File: config.mk
export PLATFORM = sky130hd
export DESIGN_NAME = ahb2apb_bridge
export DESIGN_NICKNAME = d
export VERILOG_FILES = /design/src/rtl/ahb_apb_pkg.sv /design/src/rtl/apb_strb_gen.sv /design/src/rtl/ahb2apb_bridge.sv
export SDC_FILE = /design/constraint.sdc
export NUM_CORES = 1
export LEC_CHECK = 0
export CAP_MARGIN = 10
export CORE_MARGIN = 5
export CORE_UTILIZATION = 38
export DETAILED_ROUTE_END_ITERATION = 8
export PLACE_DENSITY_LB_ADDON = 0.25
export SLEW_MARGIN = 0
export SYNTH_ARGS = -nofsm -noshare
export SYNTH_HDL_FRONTEND = slang
export SYNTH_SLANG_ARGS = --single-unit
File: constraint.sdc
create_clock -name clk -period 5 [get_ports clk]
set_input_delay 1 -clock clk [delete_from_list [all_inputs] [get_ports clk]]
set_output_delay 1 -clock clk [all_outputs]
set_load 0.05 [all_outputs]
File: src/rtl/ahb_apb_pkg.sv
// Encodings shared by the AHB-to-APB bridge and its strobe generator.
package ahb_apb_pkg;

  localparam logic [1:0] HTRANS_IDLE   = 2'b00;
  localparam logic [1:0] HTRANS_NONSEQ = 2'b10;

  localparam logic [2:0] HSIZE_BYTE = 3'b000;
  localparam logic [2:0] HSIZE_HALF = 3'b001;
  localparam logic [2:0] HSIZE_WORD = 3'b010;

  localparam logic HRESP_OKAY  = 1'b0;
  localparam logic HRESP_ERROR = 1'b1;

  typedef enum logic [2:0] {
    ST_IDLE   = 3'd0,
    ST_WLAT   = 3'd1,
    ST_SETUP  = 3'd2,
    ST_ACCESS = 3'd3,
    ST_DONE   = 3'd4,
    ST_ERR1   = 3'd5,
    ST_ERR2   = 3'd6
  } state_t;

endpackage

File: src/rtl/apb_strb_gen.sv
// Byte-lane strobes from transfer size and low address bits; zero for reads.
module apb_strb_gen
  import ahb_apb_pkg::*;
(
  input  logic [2:0] hsize,
  input  logic [1:0] addr_lo,
  input  logic       write,
  output logic [3:0] strb
);

  always_comb begin
    strb = 4'b0000;
    if (write) begin
      case (hsize)
        HSIZE_BYTE: strb = 4'b0001 << addr_lo;
        HSIZE_HALF: strb = addr_lo[1] ? 4'b1100 : 4'b0011;
        HSIZE_WORD: strb = 4'b1111;
        default:    strb = 4'b0000;
      endcase
    end
  end

endmodule

File: src/rtl/ahb2apb_bridge.sv
// AHB-Lite slave to APB4 master bridge: one APB setup/access per single AHB
// transfer, stalling the AHB side with hreadyout until the slave completes.
module ahb2apb_bridge
  import ahb_apb_pkg::*;
#(
  parameter int NSLV    = 4,
  parameter int SLV_LSB = 12
) (
  input  logic                 clk,
  input  logic                 rst,
  input  logic                 hsel,
  input  logic [31:0]          haddr,
  input  logic [1:0]           htrans,
  input  logic                 hwrite,
  input  logic [2:0]           hsize,
  input  logic [3:0]           hprot,
  input  logic [31:0]          hwdata,
  input  logic                 hready,
  output logic                 hreadyout,
  output logic [31:0]          hrdata,
  output logic                 hresp,
  output logic [31:0]          paddr,
  output logic [2:0]           pprot,
  output logic [NSLV-1:0]      psel,
  output logic                 penable,
  output logic                 pwrite,
  output logic [31:0]          pwdata,
  output logic [3:0]           pstrb,
  input  logic [NSLV*32-1:0]   prdata,
  input  logic [NSLV-1:0]      pready,
  input  logic [NSLV-1:0]      pslverr
);

  localparam int IDX_W = (NSLV > 1) ? $clog2(NSLV) : 1;
  localparam logic [IDX_W:0] NSLV_L = (IDX_W + 1)'(NSLV);

  state_t           state, next;
  logic [IDX_W-1:0] idx, idx_in;
  logic             accept, illegal, apb_phase;
  logic [3:0]       strb_in;
  logic [31:0]      prdata_sel;
  logic             pready_sel, pslverr_sel;
  logic             unused_hprot;

  assign unused_hprot = ^hprot[3:2];

  // A single-slave build has no index field, so every access targets slave 0.
  assign idx_in  = (NSLV > 1) ? haddr[SLV_LSB +: IDX_W] : '0;
  assign accept  = hsel && (htrans == HTRANS_NONSEQ) && hready &&
                   ((state == ST_IDLE) || (state == ST_DONE));
  assign illegal = ({1'b0, idx_in} >= NSLV_L) || (hsize > HSIZE_WORD);

  apb_strb_gen u_strb (
    .hsize   (hsize),
    .addr_lo (haddr[1:0]),
    .write   (hwrite),
    .strb    (strb_in)
  );

  assign apb_phase = (state == ST_SETUP) || (state == ST_ACCESS);
  assign penable   = (state == ST_ACCESS);
  assign hreadyout = (state == ST_IDLE) || (state == ST_DONE) || (state == ST_ERR2);
  assign hresp     = ((state == ST_ERR1) || (state == ST_ERR2)) ? HRESP_ERROR : HRESP_OKAY;

  always_comb begin
    prdata_sel  = '0;
    pready_sel  = 1'b0;
    pslverr_sel = 1'b0;
    psel        = '0;
    for (int i = 0; i < NSLV; i++) begin
      if (idx == IDX_W'(i)) begin
        prdata_sel  = prdata[32*i +: 32];
        pready_sel  = pready[i];
        pslverr_sel = pslverr[i];
        psel[i]     = apb_phase;
      end
    end
  end

  always_comb begin
    next = state;
    case (state)
      ST_IDLE, ST_DONE: begin
        if (!accept)      next = ST_IDLE;
        else if (illegal) next = ST_ERR1;
        else if (hwrite)  next = ST_WLAT;
        else              next = ST_SETUP;
      end
      ST_WLAT:   next = ST_SETUP;
      ST_SETUP:  next = ST_ACCESS;
      ST_ACCESS: if (pready_sel) next = pslverr_sel ? ST_ERR1 : ST_DONE;
      ST_ERR1:   next = ST_ERR2;
      ST_ERR2:   next = ST_IDLE;
      default:   next = ST_IDLE;
    endcase
  end

  always_ff @(posedge clk or posedge rst) begin
    if (rst) state <= ST_IDLE;
    else     state <= next;
  end

  // Address phase is latched on accept; hwdata arrives one cycle later in WLAT.
  always_ff @(posedge clk or posedge rst) begin
    if (rst) begin
      paddr  <= '0;
      pwrite <= 1'b0;
      pprot  <= '0;
      pstrb  <= '0;
      pwdata <= '0;
      hrdata <= '0;
      idx    <= '0;
    end else begin
      if (accept) begin
        paddr  <= haddr;
        pwrite <= hwrite;
        pprot  <= {~hprot[0], 1'b0, hprot[1]};
        pstrb  <= strb_in;
        idx    <= idx_in;
        if (illegal) hrdata <= '0;
      end
      if (state == ST_WLAT) pwdata <= hwdata;
      if ((state == ST_ACCESS) && pready_sel)
        hrdata <= (pwrite || pslverr_sel) ? 32'h0 : prdata_sel;
    end
  end

endmodule
# After elaboration in Yosys (flattened, before gate mapping)
# Cells that the tools add are included.
# totals
register_bits	108
output_inout_bits	111
wordCells	70
# classes
n_lt_le_gt_ge	1
n_eq_ne	13
shift	1
muxes	30
bitwise	1
reduce_logical	16
# ops
cell	n
32-bit two-way mux	8
3-bit one-hot mux with 5 select lines	1
1-bit two-way mux	14
4-bit one-hot mux with 3 select lines	1
3-bit by 2-bit == test with 1-bit output, second input constant	3
3-bit == test, second input constant	3
3-bit two-way mux	3
4-bit two-way mux	2
2-bit == test, second input constant	3
3-bit by 1-bit == test with 1-bit output, second input constant	2
3-bit zero test	2
1-bit logical OR	5
1-bit logical AND	4
2-bit nonzero test	2
1-bit by 2-bit << shifter with 4-bit output, first input constant	1
3-bit by 2-bit greater-than comparator with 1-bit output, second input constant	1
2-bit by 1-bit == test with 1-bit output, second input constant	1
2-bit zero test	1
2-bit two-way mux	1
2-bit by 1-bit inequality test with 1-bit output, second input constant	1
2-bit AND reduction	1
2-bit OR reduction	1
1-bit inverter	1

# Logic depth before layout (Yosys ltp)
# depth
depth_word	8
depth_mapped	6
mapped_depth_nobuf	3

# By module
# A second synthesis with hierarchy kept.
# hier_totals
cells_unflattened	356
hier_area_um2	5250.0
# modules_own_cells
mod	instances	cells_each	area_each_um2
ahb2apb_bridge	1	343	5176.2
apb_strb_gen	1	13	73.8

# Worst setup path after synthesis
# Ideal clock, no wire load.
# synth_timing
kind	flip-flop to output port
startpoint	register paddr[12] (netlist name)
endpoint	output psel[1]
arrival_ps	2219
required_time_ps	4000
slack_ps	1781
path_stages_with_launch	4
n_path_buf	2
cell_sequence	dfrtp_1 -> buf_6 -> buf_2 -> nor3b_1
# synth_lines
item	line_no	rtl
end, declared	ahb2apb_bridge.sv:24	output logic [NSLV-1:0] psel,

==> metrics.cfg <==
[clocking]
post_cts_buffers=0
htree_levels=3
max-clock-path-buffers=2
holdBufCountCts=0
cts_made_buffers=9
cts.sinks=106
cts_resized=0
clock-root-buffer=clkbuf_16
tritoncts=done
clk_latency_ps=350
path_clk_slew_ps=70

[drt]
finalWirelength_um=17100
ant_nets=0
vias_per_cell=4.96
drtPass1Iterations=4
drc_errors=0
drt_iter0_markers=210
num_vias=4357
wl_per_cell_um=19.5

[critical_path]
path_class=reg -> out
crit_family=buffers and inverters
crit_start=paddr[13]
r2r-start=paddr[12]
worstPathArrival_ps=2340
crit_path_max_fanout=36
critPathBufInv=2
crit_chain=buf_4, and3_1, clkdlybuf4s50_1
worst-r2r-setup-slack_ps=2470
worst_r2r_path_depth=4
critPathRequiredTime_ps=4000
crit_slowest_cell=clkdlybuf4s50_1
r2r-end=hrdata[11]
end_kind=output pin
crit_path_max_incr_delay_ps=830
cp-start-kind=flop

[yosys]
synth_compound_area_frac=0.0905
synth_top_area_frac=0.501
synthCells=383
async_flop_share=1.00
synth_area_leaders=dfrtp_1 (50%), mux4_2 (15%), mux2_2 (14%)
synth.distinct_cells=35
synth_area_mm2=0.00530
yosys_warnings=0
avgSynthCellArea_um2=13.8
yosysSeqAreaShare=0.501
synth_top_flop_cell=dfrtp_1
yosys-top-cells-count=dfrtp_1 (106), inv_1 (67), mux2_2 (66), mux4_2 (35), o32ai_1 (22)
post-synth-top-count-cell=dfrtp_1
yosys.area.top_type=dfrtp_1
synthMuxAreaShare=0.291
synth_xor_area_frac=0.00165
synthAdderAreaFrac=0
syn-num-nets=597
ys_ff_latch=106
synth_simple_gate_area_share=0.0340
synth_edf_count=0
synth_top_family_by_area=multiplexers

[sta]
setup_viol=0
worst_slew_pin_slew_ps=951
timing.fmax_ghz=0.299
fin_skew_ps=9.48
final_max_slew_viol_count=0
finalCriticalPeriod_ps=3340
min_period_over_period=0.668
fin_tns_setup_ps=0
hold_viol=0
maxSlewHeadroom=0.366
rsz0062_at_grt=false

[die]
die_area_mm2=0.0164
rows=43
pin_count=325
die_w_um=128
fp.dieH_um=128
core_mm2=0.0138
start_util=0.384

[placement]
io_buffer_count=321
dp.final_hpwl_um=13700
place.gp.congestion=0.848
dpl.cell_count=863

[worst_hold_path]
hold_path_class=reg -> reg
min_path_cells=1
hold_end=pwdata[6]
hp-start=pwdata[6]

[pwr]
p_leak_uw=0.00367
vdd_drop_max_v=0.000477
p_per_area_mw_per_mm2=687
power_uw=6120

[grt]
grt.total_usage=0.209
grt_overflow_total=0
grt_pass1_vias=4955
grt_max_degree=77
grt_first_pass_wirelength_um=26700
antenna_found_initial=0

[finish]
area_growth_syn_to_layout_pct=68.0
num_antenna_cells=0
nets=908
final_cell_count_no_fill=879
fin_util=0.646
drive_gt1_frac=0.196

[flow_run]
maxCapViolCount=0

[outcome]
status=finished, final reports clean

[how the worst max path moves through the flow]
stage                 endpoint  slack, ps  cells past startpoint
floorplan            hrdata[0]       1210                      1
global placement       psel[3]       2050                      3
detailed placement  hrdata[11]       2010                      4
CTS                    psel[3]       1640                      3
global route           psel[3]       1570                      3
finish                 psel[3]       1660                      3
[layout by cell type, fill, tap and decap left out, types with 4 or more instances in the layout]
| cell type | synthesis | routed |
|---|---|---|
| nor2_1 | 6 | 6 |
| clkbuf_16 | 0 | 9 |
| dfrtp_1 | 106 | 105 |
| inv_1 | 67 | 66 |
| nand2_1 | 4 | 4 |
| buf_4 | 1 | 6 |
| o32ai_1 | 22 | 22 |
| o32ai_2 | 10 | 10 |
| mux2_2 | 66 | 66 |
| o2bb2ai_1 | 4 | 4 |
| nand2b_1 | 7 | 7 |
| clkdlybuf4s50_1 | 0 | 321 |
| mux4_2 | 35 | 35 |
[report_power, final]
part	internal (uW)	switching (uW)
logic	1510	2400
registers	1280	253
clock network	356	324
total	3140	2970
[layer usage]
layer	up-vias	share of wire	track usage
met3	28	0.084	0.0646
met4	0	0.028	0.0774
li1	2010	-	-
met1	2138	0.35	0.231
met2	181	0.53	0.377
met5	-	0	0
[logic make-up (layout without fill, tap and decap cells)]
logic type,count (synthesis),count (layout)
flip-flops,106,106
other,1,1
AND/OR/NAND/NOR,31,31
multiplexers,102,102
AO/OA/AOI/OAI,48,48
buffers and inverters,94,410
XOR/XNOR,1,1
[cell type report]
cell class	instances	area [um^2]
clock inverters	6	47.5
fillers	1093	4880
repair buffers	327	3260
clock buffers	10	239
flip-flops and latches	106	2650
well taps	180	225
multi-input cells	183	2220
inverters	67	254
[state kept, by name (all words and copies together) (netlist names)]
name    cells
pstrb       4
pwrite      1
state       3
pprot       2
pwdata     32
hrdata     32
paddr      32
[metrics by stage]
step	hold WS [ps]	setup WS [ps]	instance area, um^2
2_1_floorplan	604	1210	5300
3_3_place_gp	478	2050	8610
3_5_place_dp	491	2010	8610
4_1_cts	510	1640	8900
5_1_grt	526	1570	8900
6_report	506	1660	8900
No activity file was read; power rests on OpenSTA's default activity.
